[src/rtl/boot_pkg.sv]
// Shared types and constants for the boot loader: FSM state encoding and word framing.
package boot_pkg;
   typedef enum logic [2:0] {HDR_I, LOAD_I, HDR_D, LOAD_D, DONE, RUN, ERROR} boot_state_t;

   localparam int BYTES_PER_WORD = 4;
   localparam int BYTE_CNT_W     = $clog2(BYTES_PER_WORD);
endpackage

[src/rtl/boot_controller_byte_word_assembler.sv]
// Packs accepted RX bytes MSB-first into 32-bit words; word_valid is combinational
// and marks the cycle whose accepted byte completes a word.
module byte_word_assembler
   import boot_pkg::*;
(
   input  logic        clk,
   input  logic        reset,
   input  logic        accept,
   input  logic [7:0]  rx_byte,
   output logic        word_valid,
   output logic [31:0] word
);
   logic [BYTE_CNT_W-1:0] byte_cnt;
   logic [23:0]           shift_q;

   assign word       = {shift_q, rx_byte};
   assign word_valid = accept && (byte_cnt == BYTE_CNT_W'(BYTES_PER_WORD - 1));

   always_ff @(posedge clk or negedge reset) begin
      if (!reset) begin
         byte_cnt <= '0;
         shift_q  <= '0;
      end else if (accept) begin
         byte_cnt <= byte_cnt + BYTE_CNT_W'(1);
         shift_q  <= {shift_q[15:0], rx_byte};
      end
   end
endmodule

[src/rtl/boot_controller.sv]
// Loads instruction and data images from the RX byte stream, then hands RX pop and SRAM to the CPU.
// Write strobes follow the 4th byte by one cycle; RX is drained whenever rx_valid outside RUN.
module boot_controller
   import boot_pkg::*;
#(
   parameter int                 IMEM_AW   = 16,
   parameter int                 DMEM_AW   = 32,
   parameter logic [DMEM_AW-1:0] DMEM_BASE = '0
)(
   input  logic               clk,
   input  logic               reset,
   input  logic               rx_valid,
   input  logic [7:0]         rx_data,
   output logic               rx_pop,
   input  logic               cpu_rx_pop,
   output logic               imem_we,
   output logic [IMEM_AW-1:0] imem_addr,
   output logic [31:0]        imem_wdata,
   input  logic               cpu_sram_we,
   input  logic [DMEM_AW-1:0] cpu_sram_addr,
   input  logic [31:0]        cpu_sram_wdata,
   output logic               sram_we,
   output logic [DMEM_AW-1:0] sram_addr,
   output logic [31:0]        sram_wdata,
   input  logic               cpu_halt,
   output logic               in_execution,
   output logic               error
);
   boot_state_t        state_q, state_d;
   logic [31:0]        count_q, count_d;
   logic [31:0]        idx_q, idx_d;
   logic               imem_we_q, imem_we_d;
   logic [IMEM_AW-1:0] imem_addr_q, imem_addr_d;
   logic [31:0]        imem_wdata_q, imem_wdata_d;
   logic               ld_we_q, ld_we_d;
   logic [DMEM_AW-1:0] ld_addr_q, ld_addr_d;
   logic [31:0]        ld_wdata_q, ld_wdata_d;

   logic        run;
   logic        accept;
   logic        word_valid;
   logic [31:0] word;
   logic        last_word;
   logic        oversize;

   assign run    = (state_q == RUN);
   assign accept = rx_valid && !run;
   assign rx_pop = run ? cpu_rx_pop : rx_valid;

   byte_word_assembler u_asm (
      .clk        (clk),
      .reset      (reset),
      .accept     (accept),
      .rx_byte    (rx_data),
      .word_valid (word_valid),
      .word       (word)
   );

   assign last_word = (idx_q == count_q - 32'd1);
   // 33-bit compare so a full 2^IMEM_AW image is still accepted
   assign oversize  = ({1'b0, word} > (33'd1 << IMEM_AW));

   assign imem_we      = imem_we_q;
   assign imem_addr    = imem_addr_q;
   assign imem_wdata   = imem_wdata_q;
   assign sram_we      = run ? cpu_sram_we    : ld_we_q;
   assign sram_addr    = run ? cpu_sram_addr  : ld_addr_q;
   assign sram_wdata   = run ? cpu_sram_wdata : ld_wdata_q;
   assign in_execution = run;
   assign error        = (state_q == ERROR);

   always_ff @(posedge clk or negedge reset) begin
      if (!reset) begin
         state_q      <= HDR_I;
         count_q      <= '0;
         idx_q        <= '0;
         imem_we_q    <= 1'b0;
         imem_addr_q  <= '0;
         imem_wdata_q <= '0;
         ld_we_q      <= 1'b0;
         ld_addr_q    <= '0;
         ld_wdata_q   <= '0;
      end else begin
         state_q      <= state_d;
         count_q      <= count_d;
         idx_q        <= idx_d;
         imem_we_q    <= imem_we_d;
         imem_addr_q  <= imem_addr_d;
         imem_wdata_q <= imem_wdata_d;
         ld_we_q      <= ld_we_d;
         ld_addr_q    <= ld_addr_d;
         ld_wdata_q   <= ld_wdata_d;
      end
   end

   always_comb begin
      state_d      = state_q;
      count_d      = count_q;
      idx_d        = idx_q;
      imem_we_d    = 1'b0;
      imem_addr_d  = imem_addr_q;
      imem_wdata_d = imem_wdata_q;
      ld_we_d      = 1'b0;
      ld_addr_d    = ld_addr_q;
      ld_wdata_d   = ld_wdata_q;
      case (state_q)
         HDR_I: if (word_valid) begin
            count_d = word;
            idx_d   = '0;
            if (oversize)        state_d = ERROR;
            else if (word == '0) state_d = HDR_D;
            else                 state_d = LOAD_I;
         end
         LOAD_I: if (word_valid) begin
            imem_we_d    = 1'b1;
            imem_addr_d  = idx_q[IMEM_AW-1:0];
            imem_wdata_d = word;
            if (last_word) begin
               idx_d   = '0;
               state_d = HDR_D;
            end else begin
               idx_d = idx_q + 32'd1;
            end
         end
         HDR_D: if (word_valid) begin
            count_d = word;
            idx_d   = '0;
            state_d = (word == '0) ? DONE : LOAD_D;
         end
         LOAD_D: if (word_valid) begin
            ld_we_d    = 1'b1;
            ld_addr_d  = DMEM_BASE + DMEM_AW'(idx_q);
            ld_wdata_d = word;
            if (last_word) begin
               idx_d   = '0;
               state_d = DONE;
            end else begin
               idx_d = idx_q + 32'd1;
            end
         end
         DONE:  state_d = RUN;
         RUN: if (cpu_halt) begin
            idx_d   = '0;
            state_d = HDR_I;
         end
         ERROR:   state_d = ERROR;
         default: state_d = HDR_I;
      endcase
   end
endmodule

[config.mk]
export PLATFORM = sky130hd
export DESIGN_NAME = boot_controller
export DESIGN_NICKNAME = d
export VERILOG_FILES = /design/src/rtl/boot_pkg.sv /design/src/rtl/boot_controller_byte_word_assembler.sv /design/src/rtl/boot_controller.sv
export SDC_FILE = /design/constraint.sdc
export NUM_CORES = 1
export LEC_CHECK = 0
export ABC_CLOCK_PERIOD_IN_PS = 3550
export CAP_MARGIN = 30
export CORE_ASPECT_RATIO = 0.9
export CORE_MARGIN = 2
export CORE_UTILIZATION = 48
export DETAILED_ROUTE_END_ITERATION = 8
export GPL_TIMING_DRIVEN = 0
export PLACE_DENSITY = 0.78
export SETUP_SLACK_MARGIN = 0.1
export SLEW_MARGIN = 20
export SYNTH_ARGS = -nofsm -noshare
export SYNTH_HDL_FRONTEND = slang
export SYNTH_SLANG_ARGS = --single-unit
export TNS_END_PERCENT = 5
[constraint.sdc]
create_clock -name clk -period 3.55 [get_ports clk]
set_input_delay 0.355 -clock clk [delete_from_list [all_inputs] [get_ports clk]]
set_output_delay 0.355 -clock clk [all_outputs]
set_load 0.01 [all_outputs]
==> results.txt, run 1 <==
- The routed layout has 8239 vias.
- CP required: 3.93 ns
- Die footprint: 22600 um^2
- Final wirelength: 27100 um
- Leading cell types in the layout, fill and taps excluded: sky130_fd_sc_hd__nand2_1 (229), sky130_fd_sc_hd__dfrtp_1 (197), sky130_fd_sc_hd__clkdlybuf4s50_1 (193)
- After detailed routing, the number of vias per cell comes to 5.42.
- Half-perimeter wire length after placement: 19200 um
- The number of hold-slack violations in the final timing report was 0.
- Measured against its own limit, the worst slew margin works out to 0.401.
- Together, buffers and inverters on the worst path number 3.
* Net count reported at finish: 1301
- Synthesized netlist net count: 1059
- RSZ-0062 raised after global routing: true
* Max_cap viols: 0
* Hold Slack: 0.418 ns
- Number of filler instances in the final layout: 1636
* Number of synthesized flops with an enable pin: 0
- Of the available clock period, the critical path in the final layout requires 1.02.
* Maximum clock frequency: 0.275 GHz
- Yosys mapped the design onto 61 distinct sky130hd cell types.
* Min Clock Period, post-route: 3.64 ns
* Worst setup path category: register to register
- Count of yosys warnings during synthesis: 0
- The longest clock path from root to sink contains 3 buffers.
- Of the total synthesized cell area, the portion taken by AND, OR, NAND and NOR gates is 0.177.
* Post-route insts no fill: 1520
- After layout, the worst setup slack is -0.0864 ns.
* Placed cell count: 1461
- Maximum fanout along the worst path: 6
* Largest area contributor in the netlist: sky130_fd_sc_hd__dfrtp_1
* Via count of the first global-routing pass: 8327
- The largest individual stage delay along the critical path comes from the cell sky130_fd_sc_hd__or4_4.
- Number of nets still failing antenna checks after routing: 0
* Number of H-tree levels: 1
- Summing every instance area after synthesis gives 10300 um^2.
- Final number of max-transition violations: 0
- The die is 143 um tall.
- IR analysis of the VDD net gives a maximum drop of 0.433 mV.
- Final Skew: 0.00943 ns
- The later pin in the worst-skew pair is clocked with a latency of 0.51 ns.
- Prior to clock tree synthesis, the placed netlist has a worst setup slack of -0.508 ns.
- Static Leakage: 6.24 nW
* Mean instance size in the synthesized netlist: 10.5 um^2
- Clock tree synthesis inserted a total of 23 buffers.
* Reg2Reg Launch Point: count_q[8]$_DFFE_PN0P_
- Violations in the final reports: negative setup slack
- Total congestion overflow after global routing: 0
- In the global route stage, overall resource usage came out at 0.244.
- Initial antenna violation count: 1
- After synthesis, the cell types taking the most area are sky130_fd_sc_hd__dfrtp_1 (51%), sky130_fd_sc_hd__mux2_2 (18%), sky130_fd_sc_hd__nand2_1 (8.4%).
* Crit path cell chain: or4_4 > or4_4 > buf_6 > or3_4 > xnor2_1 > or4_4 > nor4_4 > a21oi_4 > nor2_4 > buf_12 > buf_6 > nor2_1
- The first detailed-routing pass took 5 iterations.
- In the final layout, the share of cells above drive strength 1 is 0.230.
* Sequential cell area fraction in the yosys report: 0.505
- Terminus of the critical flop-to-flop path: idx_q[13]$_DFFE_PN0P_
- Slew at the pin closest to its max-slew limit: 0.898 ns
- In this run the core area contains 50 standard-cell rows.
* Fraction of synthesized cell area taken by the top area cell type: 0.505
- The first global-routing pass estimated 43500 um of wire.
* Endpoint class of the critical path: register
* Largest incremental delay on the critical path: 0.57 ns
- Standard cell core area: 20900 um^2
* Number of DRC markers in iteration 0: 481
- Path length in cells of the critical path: 12
- Proportion of synthesized area in mux cells: 0.183
* Final core utilization: 0.659
* Final weighted congestion in routability-driven placement: 0.900
* P&R area growth vs syn: 34.2%
- In this run the register-to-register setup slack is -0.09 ns.
- For this design the ratio of total power to cell area is 471 nW/um^2.
- Starting density of the core: 0.491
- Count of state elements after synthesis: 207
* Clock tree from TritonCTS: built
- Post-synthesis share of cell area spent on xor and xnor gates: 0.0581
- Synth Instances: 978
* Post-synth ARST share: 1.00
- Pin count of the biggest net entering global routing: 78
- Measured in cells, the most critical reg-to-reg path has a length of 12.
- Final setup violation count: 33
* Synth Area in Adders: 0.00366
- Number of buffers inserted by port buffering: 194
* Kind of start point of the critical path: register
- Footprint of the multi-input gates: 4960 um^2
* Main combinational cell family by area after synthesis: multiplexers
* Seq. cell area: 5190 um^2
* Kind of cell adding the most delay to the critical path: simple AND/OR/NAND/NOR gates
- After detailed routing, the number of remaining DRC violations is 0.
- The die is 158 um wide.
* Leading cell type in the layout, fill and taps excluded: sky130_fd_sc_hd__nand2_1
* Predominant post-synthesis flop cell: sky130_fd_sc_hd__dfrtp_1
- Antenna diode count: 0
- In the final routed layout, each cell accounts on average for 17.8 um.
- Adding up every negative setup slack in the final design gives -2.33 ns.
* CP most frequent cell: sky130_fd_sc_hd__or4_4
* Compound-cell area share of the yosys netlist: 0.0475
- In this run the worst hold path is classified as primary input to async pin.
* Clock edge transition at the registers on the reported setup and hold paths: 0.06 ns
- Worst path arrival time: 4.02 ns
* CTS root buffer: sky130_fd_sc_hd__clkbuf_16
* Run status: finished, violations left
- 195 I/O pins were placed.
- TritonCTS Sinks: 207
area by class of cell:
cell class                      count  area share
Clock buffer                       34      0.0484
Tap cell                          286      0.0260
Inverter                           14     0.00382
Clock inverter                      5     0.00545
Timing Repair Buffer              218       0.159
Sequential cell                   207       0.377
Buffer                             55      0.0198
Multi-Input combinational cell    701       0.360
Yosys cell counts, types with 8 or more instances:
cell type	number
sky130_fd_sc_hd__dfrtp_1	207
sky130_fd_sc_hd__a21oi_1	15
sky130_fd_sc_hd__nand3_1	13
sky130_fd_sc_hd__clkbuf_1	46
sky130_fd_sc_hd__o21ai_0	10
sky130_fd_sc_hd__nor2_1	58
sky130_fd_sc_hd__xnor2_1	47
sky130_fd_sc_hd__nand2_1	229
sky130_fd_sc_hd__mux2_2	166
sky130_fd_sc_hd__nor3_1	15
sky130_fd_sc_hd__nand4_1	11
sky130_fd_sc_hd__nor4_1	15
sky130_fd_sc_hd__inv_1	14
sky130_fd_sc_hd__xor2_1	21
sky130_fd_sc_hd__and3_1	8
through the flow:
step	cell area, um^2	power, W
after CTS	13700	0.00652
after global routing	13800	0.00675
final	13800	0.00648
after floorplan	10300	0.00341
after global placement	12600	0.00412
after detailed placement	12700	0.00417
cell families (layout without fill, tap and decap cells):
group | after synthesis | in the layout
and+or+nand+nor | 395 | 395
DFF | 207 | 207
muxes | 167 | 167
buffers and inverters | 70 | 326
AOI/OAI and AO/OA | 68 | 68
xor gates and xnor gates | 68 | 68
adders and majority gates | 3 | 3
what timing repair did:
action,CTS,global route
resized for setup,49,13
endpoints found under the setup margin,102,95
pin swaps,9,4
cloned,2,0
hold buffers,1,0
buffers inserted,17,0
hold endpoints to repair,70,0
where the power goes:
group	internal, W	leakage [nW]	switching (W)
Sequential	0.00264	2.69	0.000217
Combinational	0.000747	3.19	0.000520
Clock	0.00143	0.366	0.000918
Total	0.00482	6.24	0.00165
worst max path at each step:
stage                                       start                       end  slack [ns]
after global routing       count_q[4]$_DFFE_PN0P_     idx_q[17]$_DFFE_PN0P_       -0.20
after floorplan            count_q[8]$_DFFE_PN0P_    state_q[1]$_DFFE_PN0P_        0.06
after CTS                  count_q[8]$_DFFE_PN0P_     idx_q[13]$_DFFE_PN0P_       -0.08
after detailed placement  count_q[19]$_DFFE_PN0P_     idx_q[16]$_DFFE_PN0P_       -0.51
final                      count_q[8]$_DFFE_PN0P_     idx_q[13]$_DFFE_PN0P_       -0.09
after global placement                      reset  imem_addr[4]$_DFFE_PN0P_       -6.39
layer usage:
metal,vias to the layer above,part of all wire,global-route usage
met5,-,0.00041,0
met4,2,0.021,0.0588
met3,49,0.062,0.0549
met2,255,0.48,0.408
met1,4087,0.43,0.325
li1,3846,-,-
state kept, by name, indices dropped and copies added, names as in the netlist, 2 cells and up:
name / flops
count_q: 32
idx_q: 32
imem_addr: 16
imem_wdata: 32
ld_addr_q: 32
ld_wdata_q: 32
state_q: 3
u_asm.byte_cnt: 2
u_asm.shift_q: 24
Note: power is estimated with default switching activity, not from simulation.
==> inputs of run 2 (changes only) <==
--- a/config.mk
+++ b/config.mk
@@ -5,14 +5,14 @@
 export SDC_FILE = /design/constraint.sdc
 export NUM_CORES = 1
 export LEC_CHECK = 0
-export ABC_CLOCK_PERIOD_IN_PS = 3550
+export ABC_CLOCK_PERIOD_IN_PS = 4400
 export CAP_MARGIN = 30
 export CORE_ASPECT_RATIO = 0.9
 export CORE_MARGIN = 2
-export CORE_UTILIZATION = 48
+export CORE_UTILIZATION = 51
 export DETAILED_ROUTE_END_ITERATION = 8
 export GPL_TIMING_DRIVEN = 0
-export PLACE_DENSITY = 0.78
+export PLACE_DENSITY = 0.79
 export SETUP_SLACK_MARGIN = 0.1
 export SLEW_MARGIN = 20
 export SYNTH_ARGS = -nofsm -noshare
==> constraint.sdc (replaced) <==
create_clock -name clk -period 4.4 [get_ports clk]
set_input_delay 0.44 -clock clk [delete_from_list [all_inputs] [get_ports clk]]
set_output_delay 0.44 -clock clk [all_outputs]
set_load 0.01 [all_outputs]
==> results.txt, run 2 (synthesis gave the netlist of run 1 again) <==
- Run status: completed (was finished, violations left).
- Height of the chip: 139 um (was 143 um)
- The power density over the cells is 396 nW/um^2 (was 471 nW/um^2).
- Worst path arrival time: 4.57 ns (was 4.02 ns)
- Number of buffers added by the clock tree synthesis step: 21 (was 23)
- Average via count per standard cell: 5.51 (was 5.42)
- Number of placement rows: 49 (was 50)
* Endpoint class of the critical path: register (unchanged)
- The number of placed cells counting well taps is 1430 (was 1461).
- Kind of start point of the critical path: register (unchanged)
* GRT Resource Usage Total: 0.254 (was 0.244)
- Clock share of power: 0.376 (was 0.363)
- The TritonCTS clock tree was built (unchanged).
- The net count of the finished layout came to 1284 (was 1301).
- Comb power frac: 0.191 (was 0.196)
* Clock edge transition at the registers on the reported setup and hold paths: 0.06 ns (about the same)
* Relative slew slack: 0.418 (was 0.401)
- Min Clock Period, post-route: 4.20 ns (was 3.64 ns)
- The maximum buffer depth of the clock tree is 3 (unchanged).
- The number of hold-slack violations in the final timing report was 0 (unchanged).
- Final wirelength: 26800 um (was 27100 um)
- The final worst-path cycle share was 0.954 (was 1.02).
- Final weighted congestion in routability-driven placement: 0.891 (was 0.900)
* Starting density of the core: 0.516 (was 0.491)
- First-pass GRT wire length: 44200 um (was 43500 um)
* Die footprint: 21300 um^2 (was 22600 um^2)
* Antenna diode count: 0 (unchanged)
* Standard cell core area: 19900 um^2 (was 20900 um^2)
- The final global-route overflow total is 0 (unchanged).
* Via count: 8107 (was 8239)
- The highest fanout seen on the critical path came to 10 (was 6).
* Number of H-tree levels: 1 (unchanged)
- Leading cell types in the layout, fill and taps excluded: sky130_fd_sc_hd__nand2_1 (229), sky130_fd_sc_hd__dfrtp_1 (207), sky130_fd_sc_hd__clkdlybuf4s50_1 (193) (was sky130_fd_sc_hd__nand2_1 (229), sky130_fd_sc_hd__dfrtp_1 (197), sky130_fd_sc_hd__clkdlybuf4s50_1 (193))
* Maximum clock frequency: 0.238 GHz (was 0.275 GHz)
- The switching power total was 0.00132 W (was 0.00165 W).
- The setup-violating endpoint count in the final report is 0 (was 33).
- The final cell utilization of the core came to 0.677 (was 0.659).
- The top-level port count is 195 (unchanged).
* Worst setup slack after layout: 0.203 ns (was -0.0864 ns)
* Initial antenna violation count: 0 (was 1)
* Overall Power: 0.00533 W (was 0.00648 W)
- The first-pass iteration count of the detailed router is 5 (unchanged).
* RSZ-0062 raised after global routing: true (unchanged)
* Max_cap viols: 0 (unchanged)
- The final number of max-transition violations is 0 (unchanged).
* TritonCTS Sinks: 207 (unchanged)
* Internal Dissipation: 0.00400 W (was 0.00482 W)
* Static Leakage: 6.15 nW (was 6.24 nW)
* Peak supply drop: 0.353 mV (was 0.433 mV)
- The routed length per instance came to 18.2 um (was 17.8 um).
* Number of nets still failing antenna checks after routing: 0 (unchanged)
- Post-route insts no fill: 1472 (was 1520)
- The transition time at the pin with the least slew margin came to 0.872 ns (was 0.898 ns).
- Number of buffers inserted by port buffering: 194 (unchanged)
* Die X-Extent: 153 um (was 158 um)
* Source-to-sink clock delay at the later pin of the worst-skew pair: 0.49 ns (was 0.51 ns)
* Remaining DRCs: 0 (unchanged)
* Hold/Removal Path Class: primary input to async pin (unchanged)
- The worst setup slack for register-to-register paths is 0.20 ns (was -0.09 ns).
* Leading cell type in the layout, fill and taps excluded: sky130_fd_sc_hd__nand2_1 (unchanged)
* Number of DRC markers in iteration 0: 472 (was 481)
- The fraction of power spent switching nets was 0.249 (was 0.255).
- The worst setup slack before clock tree synthesis came to 0.113 ns (was -0.508 ns).
- The root buffer cell is sky130_fd_sc_hd__clkbuf_16 (unchanged).
- Share of cells above drive strength 1: 0.190 (was 0.230)
- Sequential group share of total power: 0.433 (was 0.441)
* CP required: 4.77 ns (was 3.93 ns)
* Pin count of the biggest net entering global routing: 77 (was 78)
* P&R area growth vs syn: 31.1% (was 34.2%)
* Worst setup path category: register to register (unchanged)
- The detailed-placement wirelength estimate came to 19400 um (was 19200 um).
* Via count of the first global-routing pass: 8378 (was 8327)
- The path depth of the worst reg2reg path was 12 (unchanged).
* Final Skew: 0.0103 ns (was 0.00943 ns)
run 2: changes by cell type in the layout (fill, tap and decap cells not counted), moves of 3 or more:
cell,previous run,this run
sky130_fd_sc_hd__or4_1,2,7
sky130_fd_sc_hd__dfrtp_2,10,0
sky130_fd_sc_hd__bufinv_16,2,5
sky130_fd_sc_hd__clkbuf_2,11,4
sky130_fd_sc_hd__dfrtp_1,197,207
sky130_fd_sc_hd__or4_4,8,3
sky130_fd_sc_hd__buf_4,16,3
sky130_fd_sc_hd__buf_6,7,0
sky130_fd_sc_hd__clkbuf_1,38,47
run 2: per-layer routing:
| metal | wire length (um) | global-route usage | vias to the layer above | part of all wire |
|---|---|---|---|---|
| met1 | 11800 | 0.360 | 4037 | 0.44 |
| met3 | 1460 | 0.0350 | 37 | 0.055 |
| met2 | 13100 | 0.425 | 211 | 0.49 |
| met4 | 399 | 0.0459 | 0 | 0.015 |
| met5 | 0 | 0 | - | 0 |
| li1 | - | - | 3822 | - |
run 2: layout make-up:
type | count | area [um^2]
Timing Repair Buffer | 202 | 2040
Tap cell | 255 | 319
Clock buffer | 29 | 616
Buffer | 56 | 223
Clock inverter | 8 | 168
Sequential cell | 207 | 5180
Fill cell | 1534 | 6420
Multi-Input combinational cell | 701 | 4840
Inverter | 14 | 52.6
run 2: timing repair:
| action | 4_1_cts | 5_1_grt |
|---|---|---|
| endpoints found under the hold margin | 58 | 0 |
| resized for setup | 2 | 7 |
| hold buffers | 1 | 0 |
| buffers inserted | 0 | 3 |
| pin swaps | 0 | 2 |
| endpoints found under the setup margin | 47 | 43 |
run 2: worst max-delay path: stages (launching register included):
cell and delay [ns]:
sky130_fd_sc_hd__dfrtp_1 0.46, sky130_fd_sc_hd__or4_4 0.60, sky130_fd_sc_hd__or4_1 0.50, sky130_fd_sc_hd__buf_2 0.18, sky130_fd_sc_hd__or3_1 0.37, sky130_fd_sc_hd__xnor2_1 0.16
sky130_fd_sc_hd__or4_4 0.54, sky130_fd_sc_hd__nor4_4 0.29, sky130_fd_sc_hd__buf_4 0.20, sky130_fd_sc_hd__a21oi_4 0.11, sky130_fd_sc_hd__nor2_4 0.30, sky130_fd_sc_hd__buf_2 0.28
sky130_fd_sc_hd__nor2_1 0.08
run 2: per-stage QoR:
step / TNS (ns) / instance area [um^2] / hold WS (ns)
after global placement: -1164.60 / 12500 / 0.471
final: 0 / 13400 / 0.479
after global routing: 0 / 13400 / 0.517
after CTS: 0 / 13400 / 0.491
after floorplan: 0 / 10300 / 0.144
after detailed placement: 0 / 12600 / 0.397
run 2: worst paths after layout:
kind                                          start                         end
max                          count_q[7]$_DFFE_PN0P_       idx_q[24]$_DFFE_PN0P_
min                                           reset  imem_wdata[27]$_DFFE_PN0P_
max reg2reg                  count_q[7]$_DFFE_PN0P_       idx_q[24]$_DFFE_PN0P_
min reg2reg                imem_addr[7]$_DFFE_PN0P_    imem_addr[7]$_DFFE_PN0P_
max in group asynchronous                     reset    ld_addr_q[7]$_DFFE_PN0P_
min in group clk           imem_addr[7]$_DFFE_PN0P_    imem_addr[7]$_DFFE_PN0P_
run 2: power by group through the flow:
stage,sequential [W],combinational [W],clock (W)
after detailed placement,0.00234,0.00102,0
after global routing,0.00234,0.00110,0.00210
final,0.00231,0.00102,0.00200
after global placement,0.00233,0.000994,0
after floorplan,0.00237,0.000381,0
after CTS,0.00231,0.00103,0.00202
